File: src/rtl/a2d_resp.sv
// SPI responder for the eight-channel A2D link: decodes a 16-bit command
// frame into a channel select and returns that channel's sample in the
// following frame.
module a2d_resp #(
  parameter logic [3:0]       RESP_PAD = 4'h0,
  localparam int unsigned     VAL_W    = 12,
  localparam int unsigned     SEL_W    = 3
) (
  input  logic             clk,
  input  logic             rst,
  input  logic             SS_n,
  input  logic             SCLK,
  input  logic             MOSI,
  output logic             MISO,
  input  logic [VAL_W-1:0] ch_val,
  output logic [SEL_W-1:0] ch_sel,
  output logic             cmd_vld,
  output logic             frm_err
);

  localparam int unsigned FRM_W  = 16;
  localparam int unsigned CNT_W  = 5;
  localparam int unsigned RX_W   = 14;
  localparam int unsigned ARM_W  = 2;

  typedef enum logic [1:0] {
    ST_ARM   = 2'd0,
    ST_IDLE  = 2'd1,
    ST_SHIFT = 2'd2
  } state_t;

  state_t             r_state;
  state_t             w_state_nxt;

  // [0],[1] synchronize; [2] is the previous synced value for edge detection
  logic [2:0]         r_ss_sync;
  logic [2:0]         r_sclk_sync;
  logic [1:0]         r_mosi_sync;
  logic [ARM_W-1:0]   r_arm_cnt;

  // Only bits up to 13 ever reach the channel decode, so the top of the
  // shifter is not kept.
  logic [RX_W-1:0]    r_rx_shft;
  logic [FRM_W-1:0]   r_tx_shft;
  logic [CNT_W-1:0]   r_bit_cnt;
  logic [SEL_W-1:0]   r_ch_sel;
  logic               r_cmd_vld;
  logic               r_frm_err;

  logic               w_ss_fall;
  logic               w_ss_rise;
  logic               w_sclk_rise;
  logic               w_sclk_fall;
  logic               w_load;
  logic               w_rx_shift;
  logic               w_tx_shift;
  logic               w_end_good;
  logic               w_end_bad;

  assign w_ss_fall   = ~r_ss_sync[1]   &  r_ss_sync[2];
  assign w_ss_rise   =  r_ss_sync[1]   & ~r_ss_sync[2];
  assign w_sclk_rise =  r_sclk_sync[1] & ~r_sclk_sync[2];
  assign w_sclk_fall = ~r_sclk_sync[1] &  r_sclk_sync[2];

  // Bring the SPI pins into the clk domain; idle-high reset avoids false edges
  always_ff @(posedge clk) begin
    if (rst) begin
      r_ss_sync   <= 3'b111;
      r_sclk_sync <= 3'b111;
      r_mosi_sync <= 2'b11;
    end else begin
      r_ss_sync   <= {r_ss_sync[1:0], SS_n};
      r_sclk_sync <= {r_sclk_sync[1:0], SCLK};
      r_mosi_sync <= {r_mosi_sync[0], MOSI};
    end
  end

  // Count clocks after reset until the synchronizer holds only real pin values
  always_ff @(posedge clk) begin
    if (rst) begin
      r_arm_cnt <= '0;
    end else if (r_state == ST_ARM && r_arm_cnt != ARM_W'(3)) begin
      r_arm_cnt <= r_arm_cnt + ARM_W'(1);
    end
  end

  // State register
  always_ff @(posedge clk) begin
    if (rst) begin
      r_state <= ST_ARM;
    end else begin
      r_state <= w_state_nxt;
    end
  end

  // Next state and datapath strobes; frame end takes priority over SCLK edges
  always_comb begin
    w_state_nxt = r_state;
    w_load      = 1'b0;
    w_rx_shift  = 1'b0;
    w_tx_shift  = 1'b0;
    w_end_good  = 1'b0;
    w_end_bad   = 1'b0;
    case (r_state)
      ST_ARM: begin
        // Leave only once SS_n is settled high, so a frame in flight is skipped
        if (r_arm_cnt == ARM_W'(3) && r_ss_sync[1] && r_ss_sync[2]) begin
          w_state_nxt = ST_IDLE;
        end
      end
      ST_IDLE: begin
        if (w_ss_fall) begin
          w_load      = 1'b1;
          w_state_nxt = ST_SHIFT;
        end
      end
      ST_SHIFT: begin
        if (w_ss_rise) begin
          if (r_bit_cnt == CNT_W'(FRM_W)) begin
            w_end_good = 1'b1;
          end else begin
            w_end_bad  = 1'b1;
          end
          w_state_nxt = ST_IDLE;
        end else begin
          w_rx_shift = w_sclk_rise;
          // The leading fall of a frame precedes any rise and must not shift
          w_tx_shift = w_sclk_fall && (r_bit_cnt != '0);
        end
      end
      default: begin
        w_state_nxt = ST_ARM;
      end
    endcase
  end

  // Shift registers, bit counter, channel latch and frame-end pulses
  always_ff @(posedge clk) begin
    if (rst) begin
      r_rx_shft <= '0;
      r_tx_shft <= '0;
      r_bit_cnt <= '0;
      r_ch_sel  <= '0;
      r_cmd_vld <= 1'b0;
      r_frm_err <= 1'b0;
    end else begin
      if (w_load) begin
        r_tx_shft <= {RESP_PAD, ch_val};
        r_bit_cnt <= '0;
      end
      if (w_rx_shift) begin
        r_rx_shft <= {r_rx_shft[RX_W-2:0], r_mosi_sync[1]};
        if (r_bit_cnt != CNT_W'(31)) begin
          r_bit_cnt <= r_bit_cnt + CNT_W'(1);
        end
      end
      if (w_tx_shift) begin
        r_tx_shft <= {r_tx_shft[FRM_W-2:0], 1'b0};
      end
      if (w_end_good) begin
        r_ch_sel <= r_rx_shft[13:11];
      end
      r_cmd_vld <= w_end_good;
      r_frm_err <= w_end_bad;
    end
  end

  assign MISO    = (r_state == ST_SHIFT) & r_tx_shft[FRM_W-1];
  assign ch_sel  = r_ch_sel;
  assign cmd_vld = r_cmd_vld;
  assign frm_err = r_frm_err;

endmodule

File: config.mk
export PLATFORM = sky130hd
export DESIGN_NAME = a2d_resp
export DESIGN_NICKNAME = d
export VERILOG_FILES = /design/src/rtl/a2d_resp.sv
export SDC_FILE = /design/constraint.sdc
export NUM_CORES = 1
export LEC_CHECK = 0
export BUFFER_PORTS_ARGS = -buffer_cell sky130_fd_sc_hd__buf_2
export CORE_AREA = 2 2 94 60
export DETAILED_ROUTE_END_ITERATION = 10
export DIE_AREA = 0 0 96 62
export GPL_TIMING_DRIVEN = 0
export PLACE_DENSITY = 0.69
export SETUP_SLACK_MARGIN = 0.1
export SLEW_MARGIN = 20
export SYNTH_ARGS = -nofsm -noshare
export SYNTH_HDL_FRONTEND = slang
export SYNTH_SLANG_ARGS = --single-unit
File: constraint.sdc
create_clock -name clk -period 5.8 [get_ports clk]
set_input_delay 0.29 -clock clk [delete_from_list [all_inputs] [get_ports clk]]
set_output_delay 0.29 -clock clk [all_outputs]
set_load 0.01 [all_outputs]
==> results of run 1 <==
[through the flow]
step / total power, uW / std cells
finish: 621 / 321
global route: 653 / 321
CTS: 628 / 321
detailed placement: 427 / 313
global placement: 426 / 313
floorplan: 414 / 223
[power by group]
part           switching [uW]  internal, uW
Sequential               7.57           367
Clock                     118          84.3
Combinational            21.5          22.3
[path summary, 6_finish.rpt]
| check | from | endpoint | slack (ps) | cells past startpoint |
|---|---|---|---|---|
| setup / recovery | r_bit_cnt[0] | r_bit_cnt[4] | 3610 | 7 |
| hold / removal | MOSI | r_mosi_sync[0] | 160 | 2 |
| setup reg to reg | r_bit_cnt[0] | r_bit_cnt[4] | 3610 | 7 |
| hold reg to reg | r_ss_sync[0] | r_ss_sync[1] | 420 | 1 |
[Yosys cell counts, drive strengths merged (4+ instances only)]
library cell,n
a21oi,9
a311oi,11
buf,7
clkbuf,6
dfxtp,52
ha,4
mux2i,19
nand2,33
nand3,8
nor2,31
nor3,4
or2,8
[cell type report]
| class | instances | area [um^2] |
|---|---|---|
| Timing Repair Buffer | 21 | 105 |
| Inverter | 3 | 11.3 |
| Clock inverter | 3 | 18.8 |
| Clock buffer | 5 | 68.8 |
| Tap cell | 69 | 86.3 |
| Sequential cell | 52 | 1040 |
| Fill cell | 519 | 2820 |
| Buffer | 13 | 75.1 |
| Multi-Input combinational cell | 155 | 1000 |
[critical path: stages (launching register included)]
cell and delay (ps):
dfxtp_1 360, ha_1 240, and3_1 190, ha_1 200
or3b_2 500, nor3_2 350, nand3b_1 170, a21oi_1 70
[sequential cells by signal, summed over array words and instances, names as in the netlist]
name / cells
r_sclk_sync: 3
frm_err: 1
r_mosi_sync: 2
r_ss_sync: 3
r_tx_shft: 16
ch_sel: 3
cmd_vld: 1
r_bit_cnt: 5
r_state: 2
r_rx_shft: 14
r_arm_cnt: 2
[placed cells by master (no fill, tap or decap), drive strengths merged, types with 3 or more instances in the layout]
cell type	count
nor2b	3
nand2	33
or2	8
dfxtp	52
inv	3
nand3	8
a21oi	9
nor3	4
buf	28
nor2	31
clkinv	3
mux2i	19
clkbuf	11
ha	4
a311oi	11
[logic make-up (layout without fill, tap and decap cells)]
family	Yosys count	count (layout)
AO/OA/AOI/OAI	26	26
XOR/XNOR	1	1
adder cells (fa/ha/maj)	4	4
buffers and inverters	16	45
flip-flops	52	52
multiplexers	19	19
AND/OR/NAND/NOR	105	105
[routing by layer]
metal / up-vias / wire (um)
li1: 826 / -
met1: 707 / 2190
met2: 38 / 1510
met3: 2 / 232
met4: 0 / 30
met5: - / 0
==> reports/metrics.yaml, run 1 <==
grt_pass1_vias: 1442
cts_tree: "built"
grt_util_met1_pct: 22.9
die-area_um2: 5950
synth_area_um2: 2130
ys_seq_area_share_pct: 48.9
detail_route.wl_per_cell_um: 12.3
die_x_um: 96
status: "finished clean"
synth_edf_count: 0
port_buffers: 21
final-setup-viol-count: 0
ctsHoldBuffers: 0
syn_nets: 244
synth-seq-cells: 52
required_ps: 5970
min_period_ps: 2190
diodes: 0
hold_ws_ps: 163
vdd_drop_max_v: 0.000125
clk_latency_ps: 300
min_path_type: "in -> reg"
yosysWarnings: 0
ys.flop_type: "dfxtp_1"
grtUsageTotal_pct: 15.1
grt_start_max_net_pins: 17
finalClockSkew_ps: 8.07
start_kind: "register"
synth_top_area_cell: "dfxtp_1"
firstDrtPassIters: 5
grt_overflow: 0
synth_xor_area_share_pct: 0.411
antenna_found_initial: 0
avgViaCountPerCell: 4.90
hold_viol: 0
start_util_pct: 40.8
p_leak_uw: 0.00107
crit_fanout: 7
rows: 21
syn_area_per_cell_um2: 9.56
clockRootBuffer: "clkbuf_8"
post-dp-hpwl_um: 2860
clkSlewWorstSetupHoldPaths_ps: 90
antenna_left: 0
grt.busiest_layer: "met1"
numCtsBuffers: 5
die_h_um: 62
layout-drive-gt1-share_pct: 21.0
worst_pin_slew_ps: 730
stdcell_area_um2: 2410
drc_errors: 0
place_area_um2: 2320
rsz0062_at_grt: "no"
grtUsageMet2_pct: 20.5
fmaxAchievable_mhz: 456
htree_levels: 2
postSynth.asyncResetShare_pct: 0
place_ws_ps: 3640
post-route-period-util_pct: 37.8
cts_resized: 0
drt_iter0_markers: 66
grt_use_met3_pct: 4.70
synth.distinct_cells: 41
setup_slack_ps: 3610
vias: 1573
synth-adder-area-share_pct: 2.35
slew-limit-headroom_pct: 50.6
finish.net_count: 272
setup_tns_ps: 0
final_util_pct: 46.1
core_area_um2: 5230
synth_simple_gate_area_share_pct: 25.4
synth.area.top_cells: "dfxtp_1 49%, mux2i_1 8.9%, nand2_1 5.8%"
cap_violations: 0
grt_pass1_wl_um: 6840
synth.area.mux_share_pct: 8.93
synth_compound_area_share_pct: 10.0
syn_inst: 223
cts_sinks: 52
cts_setup_buffers: 0
worstPathArrival_ps: 2360
criticalPathCategory: "reg -> reg"
p_per_area_nw_per_um2: 258
ios: 23
worstSetupEndpointType: "register"
yosysTopAreaCellShare_pct: 48.9
gp_congestion: 0.757
synth_top_family_by_area: "simple AND/OR/NAND/NOR gates"
max-clock-path-buffers: 2
final_max_slew_viol_count: 0
drt_wl_total_um: 3960
syn_to_final_growth_pct: 13.1
No activity file was read; power rests on OpenSTA's default activity.
==> run 2, diff against run 1 <==
--- a/config.mk
+++ b/config.mk
@@ -5,12 +5,13 @@
 export SDC_FILE = /design/constraint.sdc
 export NUM_CORES = 1
 export LEC_CHECK = 0
+export ABC_AREA = 1
 export BUFFER_PORTS_ARGS = -buffer_cell sky130_fd_sc_hd__buf_2
-export CORE_AREA = 2 2 94 60
+export CORE_AREA = 2 2 99 63
 export DETAILED_ROUTE_END_ITERATION = 10
-export DIE_AREA = 0 0 96 62
+export DIE_AREA = 0 0 101 65
 export GPL_TIMING_DRIVEN = 0
-export PLACE_DENSITY = 0.69
+export PLACE_DENSITY = 0.71
 export SETUP_SLACK_MARGIN = 0.1
 export SLEW_MARGIN = 20
 export SYNTH_ARGS = -nofsm -noshare
==> constraint.sdc (replaced) <==
create_clock -name clk -period 1.8 [get_ports clk]
set_input_delay 0.09 -clock clk [delete_from_list [all_inputs] [get_ports clk]]
set_output_delay 0.09 -clock clk [all_outputs]
set_load 0.01 [all_outputs]
==> reports/metrics.yaml, run 2 <==
synth_edf_count: 0
largest_register_ffs: 16
grt_pass1_vias: 1708
clockRootBuffer: "clkbuf_8"
avgViaCountPerCell: 4.80
p_per_area_nw_per_um2: 810
post-route-period-util_pct: 83.5
core_area_um2: 5780
syn_nets: 322
dr.max_layer_used: "met4"
diodes: 0
cts_sinks: 52
antenna_left: 0
status: "finished clean"
finalClockSkew_ps: 4.50
cap_violations: 0
required_ps: 2000
min_path_type: "in -> reg"
synth_common_cells: "69 x nand2_1, 52 x dfxtp_1, 35 x a21oi_1"
criticalPathCategory: "reg -> reg"
rows: 22
antenna_found_initial: 0
syn_area_per_cell_um2: 7.77
fillers: 569
synth_area_um2: 2340
yosysWarnings: 0
r2r_cells: 9
cts_tree: "built"
start_kind: "register"
post-dp-hpwl_um: 3310
final_cell_mix: "69 x nand2_1, 50 x dfxtp_1, 35 x a21oi_1, 29 x nand3_1, 27 x inv_1"
worst_pin_slew_ps: 581
regArea_um2: 1040
p_leak_uw: 0.00107
fmaxAchievable_mhz: 665
detail_route.wl_per_cell_um: 11.3
synth.distinct_cells: 29
drt_iter0_markers: 73
die_h_um: 65
hold_viol: 0
slew-limit-headroom_pct: 61.3
finish.net_count: 353
critPathBufInv: 2
clk_latency_ps: 300
grt_overflow: 0
grtUsageTotal_pct: 15.1
die-area_um2: 6570
vias: 1942
wl_met3_um: 153
worstPathArrival_ps: 1710
final_max_slew_viol_count: 0
multi_input_area_um2: 1090
grt_start_max_net_pins: 18
port_buffers: 21
min_period_ps: 1500
max-clock-path-buffers: 2
layout-drive-gt1-share_pct: 22.5
final_cells: 405
holdPathStages: 3
start_util_pct: 40.5
htree_levels: 2
clkSlewWorstSetupHoldPaths_ps: 100
crit_path_max_incr_delay_ps: 360
synth.area.top_cells: "dfxtp_1 45%, nand2_1 11%, a21oi_1 7.5%"
final-setup-viol-count: 0
slowest_stage: "dfxtp_2"
setup_tns_ps: 0
cp.depth: 9
crit_fanout: 6
yosysTopAreaCellShare_pct: 44.5
firstDrtPassIters: 4
syn_to_final_growth_pct: 14.9
gp_congestion: 0.888
grt_pass1_wl_um: 7750
vdd_drop_max_v: 0.000357
crit_chain: "ha_1 > nand2_1 > nor2_1 > ha_1 > inv_1 > nand3_2 > clkinv_1 > o21ai_0 > nor2_1"
die_x_um: 101
syn_inst: 301
largestRegisters: "r_tx_shft (16), r_rx_shft (14), r_bit_cnt (5)"
top_register: "r_tx_shft"
ios: 23
wl_met2_um: 1930
layout_commonest_cell: "nand2_1"
crit_family: "flip-flops"
postSynth.asyncResetShare_pct: 0
worstSetupEndpointType: "register"
dp_cells: 394
synth_top_area_cell: "dfxtp_1"
rsz0062_at_grt: "no"
drc_errors: 0
yosys.cell_count.top_type: "nand2_1"
synth-seq-cells: 52
ys.flop_type: "dfxtp_1"
numCtsBuffers: 5
met1_length_um: 2430
drt_wl_total_um: 4570
ys_seq_area_share_pct: 44.5
[run 2: per-stage QoR]
stage          cell area [um^2]  worst slack [ps]  util [%]  power (uW)  hold WS, ps
6_report                   2690               297      46.5        2180         49.5
5_1_grt                    2690               102      46.5        2270         65.1
4_1_cts                    2680               154      46.3        2200         49.4
3_5_place_dp               2530               173      43.8        1380          277
3_3_place_gp               2530               171      43.8        1370          273
2_1_floorplan              2340               377         -        1340          194
[run 2: area by class of cell]
cell class,instances,area share (%)
flip-flops and latches,52,38.8
clock inverters,3,1.72
clock buffers,5,2.56
inverters,31,4.33
repair buffers,24,5.03
multi-input cells,203,40.5
well taps,72,3.35
plain buffers,15,3.63
[run 2: repair_timing]
action / CTS / global route
hold buffers: 3 / 0
hold endpoints to repair: 3 / 0
endpoints found under the setup margin: 0 / 4
buffers inserted: 0 / 0
resized for setup: 0 / 3
[run 2: cell families (layout without fill, tap and decap cells)]
group	after synthesis	after routing	synth area share [%]
and+or+nand+nor	148	148	32.4
DFF	52	52	44.5
AOI/OAI and AO/OA	50	50	11.4
buffers and inverters	46	78	9.15
adders and majority gates	4	4	2.14
xor gates and xnor gates	1	1	0.375
[run 2: worst reg2reg max path, cell delays in order, from the launching register on]
cell and delay (ps):
dfxtp_2 360, ha_1 160, nand2_1 70, nor2_1 110
ha_1 170, inv_1 60, nand3_2 120, clkinv_1 130
o21ai_0 170, nor2_1 50
[run 2: metal layers]
metal,up-vias,global-route usage [%]
met5,-,0
li1,1021,-
met3,8,4.31
met4,0,4.90
met2,19,22.6
met1,894,21.0
[run 2: final timing paths]
kind	slack (ps)	from	endpoint
max reg2reg	300	r_bit_cnt[0]	r_bit_cnt[0]
min reg2reg	420	r_sclk_sync[0]	r_sclk_sync[1]
min	50	ch_val[0]	r_tx_shft[0]
max	300	r_bit_cnt[0]	r_bit_cnt[0]
[run 2: power breakdown]
group          internal [uW]  switching, uW  leakage (uW)
registers               1180           21.2      0.000422
logic                   62.7           87.9      0.000592
clock network            419            402     0.0000548
